## src/rtl/piso_pkg.sv

```systemverilog
// Shared types and sizing helpers for the parallel-in/serial-out transmitter.
// PARITY is only reachable when the block is built with PISO_PARITY_EN.
package piso_pkg;

    typedef enum logic [1:0] {
        IDLE   = 2'd0,
        SHIFT  = 2'd1,
        PARITY = 2'd2
    } state_e;

    localparam int PISO_MIN_WIDTH = 2;
    localparam int PISO_MAX_WIDTH = 32;

    // Bits needed to index WIDTH frame positions (0..WIDTH-1).
    function automatic int piso_cnt_width(input int width);
        return (width <= PISO_MIN_WIDTH) ? 1 : $clog2(width);
    endfunction

endpackage

```

## src/rtl/piso_bit_counter.sv

```systemverilog
// Up-counter that tracks the frame position of the bit currently on the line.
// Saturates at WIDTH-1 and flags that position on tc.
module piso_bit_counter
    import piso_pkg::*;
#(
    parameter int WIDTH = 4,
    parameter int CW    = piso_cnt_width(WIDTH)
) (
    input  logic          clk,
    input  logic          rst,
    input  logic          clr,
    input  logic          inc,
    output logic [CW-1:0] count,
    output logic          tc
);

    localparam logic [CW-1:0] LAST = CW'(WIDTH - 1);

    logic [CW-1:0] count_q;
    logic [CW-1:0] count_d;

    assign tc    = (count_q == LAST);
    assign count = count_q;

    // clr wins over inc so a reload on the last bit restarts at position 0.
    always_comb begin
        count_d = count_q;
        if (clr) begin
            count_d = '0;
        end else if (inc && !tc) begin
            count_d = count_q + CW'(1);
        end
    end

    always_ff @(posedge clk or posedge rst) begin
        if (rst) begin
            count_q <= '0;
        end else begin
            count_q <= count_d;
        end
    end

endmodule

```

## src/rtl/piso_serializer.sv

```systemverilog
// WIDTH-bit word to MSB-first serial stream with valid/ready upstream.
// Build with PISO_PARITY_EN to append an even-parity bit to every frame.
module piso_serializer
    import piso_pkg::*;
#(
    parameter int WIDTH = 4
) (
    input  logic             clk,
    input  logic             rst,
    input  logic [WIDTH-1:0] din,
    input  logic             din_valid,
    output logic             din_ready,
    output logic             so,
    output logic             so_valid,
    output logic             frame_start,
    output logic             busy
);

    localparam int CW = piso_cnt_width(WIDTH);

    // Handshake: a word moves on a rising edge where din_valid && din_ready.
    // din_ready is combinational from state, is 0 throughout reset, and is high
    // in IDLE and on the cycle that drives the last bit of the current frame,
    // so consecutive frames follow each other with no gap. Upstream holds din
    // while din_ready is low; nothing is dropped.

    state_e           state_q;
    state_e           state_d;
    logic [WIDTH-1:0] shreg_q;
    logic [WIDTH-1:0] shreg_d;
    logic             so_q;
    logic             so_d;
    logic             so_valid_q;
    logic             so_valid_d;
    logic             frame_start_q;
    logic             frame_start_d;

    logic             load;
    logic             ready_int;
    logic             cnt_clr;
    logic             cnt_inc;
    logic             cnt_tc;
    logic [CW-1:0]    cnt;

`ifdef PISO_PARITY_EN
    logic par_q;
    logic par_d;

    always_comb begin
        par_d = par_q;
        if (load) begin
            par_d = ^din;
        end
    end

    always_ff @(posedge clk or posedge rst) begin
        if (rst) begin
            par_q <= 1'b0;
        end else begin
            par_q <= par_d;
        end
    end
`endif

    piso_bit_counter #(
        .WIDTH (WIDTH),
        .CW    (CW)
    ) u_bit_counter (
        .clk   (clk),
        .rst   (rst),
        .clr   (cnt_clr),
        .inc   (cnt_inc),
        .count (cnt),
        .tc    (cnt_tc)
    );

    always_comb begin
        ready_int = 1'b0;
        case (state_q)
            IDLE:    ready_int = 1'b1;
`ifdef PISO_PARITY_EN
            PARITY:  ready_int = 1'b1;
`else
            SHIFT:   ready_int = cnt_tc;
`endif
            default: ready_int = 1'b0;
        endcase
    end

    assign din_ready = ready_int && !rst;
    assign load      = din_valid && din_ready;

    // Next-state and shift-register update.
    always_comb begin
        state_d = state_q;
        shreg_d = shreg_q;
        case (state_q)
            IDLE: begin
                if (load) begin
                    state_d = SHIFT;
                    shreg_d = din;
                end
            end
            SHIFT: begin
                shreg_d = shreg_q << 1;
                if (cnt_tc) begin
`ifdef PISO_PARITY_EN
                    state_d = PARITY;
`else
                    if (load) begin
                        shreg_d = din;
                    end else begin
                        state_d = IDLE;
                    end
`endif
                end
            end
`ifdef PISO_PARITY_EN
            PARITY: begin
                if (load) begin
                    state_d = SHIFT;
                    shreg_d = din;
                end else begin
                    state_d = IDLE;
                end
            end
`endif
            default: begin
                state_d = IDLE;
                shreg_d = '0;
            end
        endcase
    end

    // The counter holds the index of the bit on so; it parks at 0 outside SHIFT.
    always_comb begin
        cnt_clr = load || (state_d != SHIFT);
        cnt_inc = (state_q == SHIFT) && (state_d == SHIFT) && !load;
    end

    // Output registers take the value the line carries in the next cycle.
    always_comb begin
        so_d          = 1'b0;
        so_valid_d    = (state_d != IDLE);
        frame_start_d = load;
        case (state_d)
            SHIFT:   so_d = shreg_d[WIDTH-1];
`ifdef PISO_PARITY_EN
            PARITY:  so_d = par_q;
`endif
            default: so_d = 1'b0;
        endcase
    end

    always_ff @(posedge clk or posedge rst) begin
        if (rst) begin
            state_q       <= IDLE;
            shreg_q       <= '0;
            so_q          <= 1'b0;
            so_valid_q    <= 1'b0;
            frame_start_q <= 1'b0;
        end else begin
            state_q       <= state_d;
            shreg_q       <= shreg_d;
            so_q          <= so_d;
            so_valid_q    <= so_valid_d;
            frame_start_q <= frame_start_d;
        end
    end

    assign so          = so_q;
    assign so_valid    = so_valid_q;
    assign frame_start = frame_start_q;
    assign busy        = (state_q != IDLE);

endmodule

```

## config.mk

```make
export PLATFORM = sky130hd
export DESIGN_NAME = piso_serializer
export DESIGN_NICKNAME = d
export VERILOG_FILES = /design/src/rtl/piso_pkg.sv /design/src/rtl/piso_bit_counter.sv /design/src/rtl/piso_serializer.sv
export SDC_FILE = /design/constraint.sdc
export NUM_CORES = 1
export LEC_CHECK = 0
export CAP_MARGIN = 20
export CORE_AREA = 8 8 45 47
export DETAILED_ROUTE_END_ITERATION = 16
export DIE_AREA = 0 0 53 55
export SLEW_MARGIN = 20
export SYNTH_ARGS = -nofsm -noshare
export SYNTH_HDL_FRONTEND = slang
export SYNTH_SLANG_ARGS = --single-unit
```

## constraint.sdc

```tcl
create_clock -name clk -period 2.2 [get_ports clk]
set_clock_uncertainty 0.05 [all_clocks]
set_input_delay 0.22 -clock clk [delete_from_list [all_inputs] [get_ports clk]]
set_output_delay 0.22 -clock clk [all_outputs]
set_load 0.01 [all_outputs]
```

==> impl_metrics.toml <==
[outcome]
status = "complete, no violations"

[global_route]
track_usage_pct = 8.15
grt_pass1_wl_um = 1730
grt_pass1_vias = 400
antenna_found_initial = 0
grt_max_degree = 12
gr-total-overflow = 0

[floorplan]
ios = 12
initial_core_util_pct = 37.2
coreArea_um2 = 1380
fp.dieArea_um2 = 2920
die_h_um = 55
row_count = 14
fp.dieW_um = 53

[power_and_ir_drop]
seq_power_share_pct = 52.9
clkPwrFrac_pct = 32.1
internal_power_w = 0.000318
power.density_nw_per_um2 = 628
switching_share_pct = 24.1
p_switching_w = 0.000101
p_leak_nw = 0.305
vdd_drop_max_mv = 0.296
pwr-share-comb_pct = 15.0

[timing]
worst_slack_ns = 0.177
fin_crit_sh_pct = 91.9
hold_viol = 0
setup_viol_count_final = 0
fin_crit_ns = 2.02
rsz0062_at_grt = "no"
fmax_mhz = 494
fin_hold_ws_ns = 0.299
tns_ns = 0
maxSlewViolCount = 0

[clock_tree]
hold_buffers = 0
post_cts_buffers = 0
clkLatencyLatePin_ns = 0.26
path_clk_slew_ns = 0.07
cts_sinks = 11
numCtsBuffers = 3
htreeDepth = 1
cts-root-buf = "clkbuf_4"
cts_tree = "built"
ctsResizeCount = 0
clockBufferDepth = 2

[synth]
ys_warn_count = 0
synth-compound-area-share_pct = 13.6
synthAdderAreaFrac_pct = 2.43
synth_cells = 47
ys.flop_type = "dfrtp_1"
synthTopCellsByArea = "dfrtp_1, a2111oi_2, nor3_2"
synthTopCellsByCount = "dfrtp_1, inv_1, nor2_1"
synthesis.nets = 55
mappedNetlistArea_um2 = 514
synth.avg_cell_area_um2 = 10.9
synth_top_cell_by_area = "dfrtp_1"
synthMuxAreaShare_pct = 0
synth-seq-area-share_pct = 53.5
synth_seq_cells = 11
synth_top_family_by_area = "simple AND/OR/NAND/NOR gates"
synth_top_area_share_pct = 53.5
synth_xor_area_share_pct = 0
synth_edf_count = 0
synthSimpleGateAreaFrac_pct = 23.8
ys_async_sr_fraction_pct = 100
synth_cell_type_count = 23
yosysMostFrequentCell = "dfrtp_1"

[route]
vias_per_cell = 4.79
postRouteAntennaNets = 0
routed_wl_um = 953
drt_iter0_markers = 6
vias = 374
avgRoutedWirePerCell_um = 12.2
drc_errors = 0
firstDrtPassIters = 4

[worst_setup_path]
crit_required_ns = 1.93
rrSetupSlack_ns = 0.53
cp_cell_sequence = "ha_1 -> nand2b_2 -> and2_1 -> clkdlybuf4s50_1"
start_kind = "flip-flop"
critical_path_arrival_ns = 1.75
worstSetupPathType = "reg -> out"
crit_slowest_cell = "clkdlybuf4s50_1"
worstSetupEndpointType = "output pin"
cp_max_fo = 6
cp_slowest_stage_delay_ns = 0.47

[job]
cap_violations = 0

[cells_and_area]
num-nets-final = 71
layout-drive-gt1-share_pct = 14.5
area_delta_synth_final_pct = 29.7
n_antenna_cell = 0

[placement]
place_ws_ns = 0.418
dp.final_hpwl_um = 743
io_buffers = 11
gp_congestion = 0.729

[worst_hold_path]
hp-class = "in -> async"
[sequential cells by signal, indices dropped and copies added, names as in the netlist]
| name | count |
|---|---|
| shreg_q | 4 |
| state_q | 2 |
| u_bit_counter.count | 2 |
| frame_start | 1 |
| so | 1 |
| so_valid | 1 |
[cell families after synthesis]
group           count (synthesis)
fa+ha+maj                       1
buf+inv                         6
flops                          11
simple gates                   20
other cells                     1
compound gates                  8
[path summary, 6_finish.rpt]
check / to / cells past startpoint / start
worst max-delay path: din_ready / 4 / u_bit_counter.count[0]$_DFFE_PP0P_
worst min-delay path: state_q[0]$_DFF_PP0_ / 3 / rst
worst max register to register: shreg_q[2]$_DFFE_PP0P_ / 5 / u_bit_counter.count[0]$_DFFE_PP0P_
worst min register to register: u_bit_counter.count[0]$_DFFE_PP0P_ / 1 / u_bit_counter.count[0]$_DFFE_PP0P_
max in group asynchronous: shreg_q[1]$_DFFE_PP0P_ / 3 / rst
min in group clk: u_bit_counter.count[0]$_DFFE_PP0P_ / 1 / u_bit_counter.count[0]$_DFFE_PP0P_
[critical path, delay by kind of cell, from the launching register on]
family	cells	cell delay, ns
fa+ha+maj	1	0.24
buf+inv	1	0.47
flops	1	0.38
simple gates	2	0.40
[cell type report]
cell class | instances | area, um2
clock buffer | 4 | 26.3
sequential | 11 | 275
tap | 16 | 20.0
inverter | 5 | 18.8
fill | 129 | 717
multi-input combinational | 30 | 209
timing repair buffer | 12 | 118
[power groups by stage]
stage                     clock (W)  combinational, W  sequential, W
after floorplan                   0         0.0000354       0.000225
after global placement            0         0.0000635       0.000225
after detailed placement          0         0.0000641       0.000225
after CTS                  0.000142         0.0000644       0.000221
after global routing       0.000147         0.0000703       0.000223
final                      0.000134         0.0000627       0.000222
[per-stage QoR]
stage          utilization (%)  total power (W)  instances  area, um2
2_1_floorplan                -         0.000260         47        514
3_3_place_gp              46.3         0.000289         74        641
3_5_place_dp              46.3         0.000289         74        641
4_1_cts                   48.2         0.000428         78        667
5_1_grt                   48.2         0.000441         78        667
6_report                  48.2         0.000419         78        667
[per-layer routing]
metal  track usage (%)  wire (um)
met1              9.33        414
met3              2.94         76
met5                 0          0
met2              12.1        430
met4              6.47         31
[layout by cell type, fill, tap and decap left out, types with 2 or more instances in the layout]
cell | Yosys | layout
inv_1 | 5 | 5
nand2_1 | 2 | 2
nand2b_1 | 2 | 2
a2111oi_2 | 2 | 2
dfrtp_1 | 11 | 11
and2_1 | 2 | 2
nor2_1 | 4 | 4
nor3_2 | 2 | 2
clkdlybuf4s50_1 | 0 | 11
clkbuf_4 | 0 | 3
a21oi_1 | 3 | 3
Power figures use the tool's default switching activity.
==> RTL change (config.mk and constraints unchanged) <==
Build with the macro `PISO_PARITY_EN` defined.
--- a/src/rtl/piso_serializer.sv
+++ b/src/rtl/piso_serializer.sv
@@ -2,2 +2,4 @@
 // Build with PISO_PARITY_EN to append an even-parity bit to every frame.
+`define PISO_PARITY_EN
+
 module piso_serializer
Behaviour: not the same (Yosys sat finds a counterexample within 10 cycles, from zero or initial values and one cycle with rst high).
==> RTL change against the unedited design <==
- critical path type is now flip-flop to flip-flop
- design area up 12%
- fmax increased by 11%
- setup slack improved by 200 ps
- sequential cell count is 1 higher
- synthesized cell count is 15% higher
- routed wire length rose by 10%
- sequential share of layout area is 1.1 points lower
- cell count grew 9.0%
- first-iteration DRC count increased by 17%
- area after synthesis up 13%
- critical endpoint is now so
Power is not compared: it rests on default switching activity, and its combinational part moved more than twofold at a synthesized area within 25%.
==> RTL change: results (changes against the unedited design) <==
result of the run=completed (unchanged); parity-gate share of the synthesized area counting xor and xnor cells=6.022% (was 0%); Post-Place Cell Area=711.9 um^2 (was 640.6 um^2); data-path buffer share of cell area in the final layout=14.72% (was 17.64%); arrival time reported for the critical path endpoint=1930 ps (was 1750 ps); ClkCell Share=4.849% (was 3.940%); number of fill cells in the layout=135 (was 129); Worst Path Max Fanout=7 (was 6); total track usage=8.186% (was 8.154%); footprint of the flip-flops and latches=300.3 um^2 (was 275.3 um^2); Net Count, Synth=65 (was 55); compound-cell area share of the yosys netlist=7.527% (was 13.63%); top area cells in the synthesized netlist=sky130_fd_sc_hd__dfrtp_1 (52%), sky130_fd_sc_hd__ha_1 (8.6%), sky130_fd_sc_hd__xnor2_1 (6.0%), sky130_fd_sc_hd__inv_1 (4.5%), sky130_fd_sc_hd__nor2_1 (3.9%) (was sky130_fd_sc_hd__dfrtp_1 (54%), sky130_fd_sc_hd__a2111oi_2 (5.8%), sky130_fd_sc_hd__nor3_2 (3.9%), sky130_fd_sc_hd__inv_1 (3.6%), sky130_fd_sc_hd__a21oi_1 (2.9%)); cell family contributing the most delay on the critical path=simple AND/OR/NAND/NOR gates (was buffers and inverters); adder-cell share of the synthesized area=8.602% (was 2.433%); mean cell area of the mapped netlist=10.77 um^2 (was 10.94 um^2); portion of the post-synthesis area used by sequential elements=51.61% (was 53.53%); Multi-Input Combinational=35 (was 30); final weighted congestion of routability-driven global placement=0.7988 (was 0.7286); routed len/inst=12.36 um (was 12.22 um); non-filler instance count after layout=85 (was 78); Critical Path Slowest Stage Cell=sky130_fd_sc_hd__dfrtp_1 (was sky130_fd_sc_hd__clkdlybuf4s50_1); timing startpoint of the critical path=state_q[0] (was u_bit_counter.count[0]); proportion of cell area occupied by registers=40.13% (was 41.28%); DR iter-0 viols=7 (was 6); inverters=7 (was 5); dpl ws=224.8 ps (was 417.7 ps); global-route wire length before repair=1745 um (was 1725 um); number of distinct library cells after synthesis=16 (was 23); post-detail-place hpwl=829.2 um (was 742.8 um); pin count of the biggest net entering global routing=13 (was 12); total of plain and repair buffers excluding clock buffers=11 (was 12); number of storage elements in the synthesis netlist=12 (was 11); post-layout net count=81 (was 71)
[RTL change: kinds of logic (layout without fill, tap and decap cells)]
kind of cell,count (synthesis),after routing
and+or+nand+nor,19,19
DFF,12,12
buffers and inverters,7,22
AOI/OAI and AO/OA,6,6
adders and majority gates,4,4
xor gates and xnor gates,4,4
muxes,2,2
[RTL change: path summary, 6_finish.rpt]
path                       depth (start not counted)                     end  slack [ps]
max reg2reg                                        7                      so         380
min reg2reg                                        2              shreg_q[2]         450
max in group asynchronous                          2  u_bit_counter.count[0]        1470
max                                                7                      so         380
min in group clk                                   2              shreg_q[2]         450
min                                                2             frame_start         330
[RTL change: layer usage]
layer	GRT usage (%)	vias up	wire length, um
li1	-	207	-
met1	8.491	186	435
met2	13.67	12	507
met3	4.011	2	92
met4	3.879	0	14
met5	0	-	0
[RTL change: where the power goes]
part           switching [mW]  internal (mW)  total [mW]
registers              0.0495          0.294       0.344
logic                   0.173          0.180       0.353
clock network          0.0769          0.101       0.177
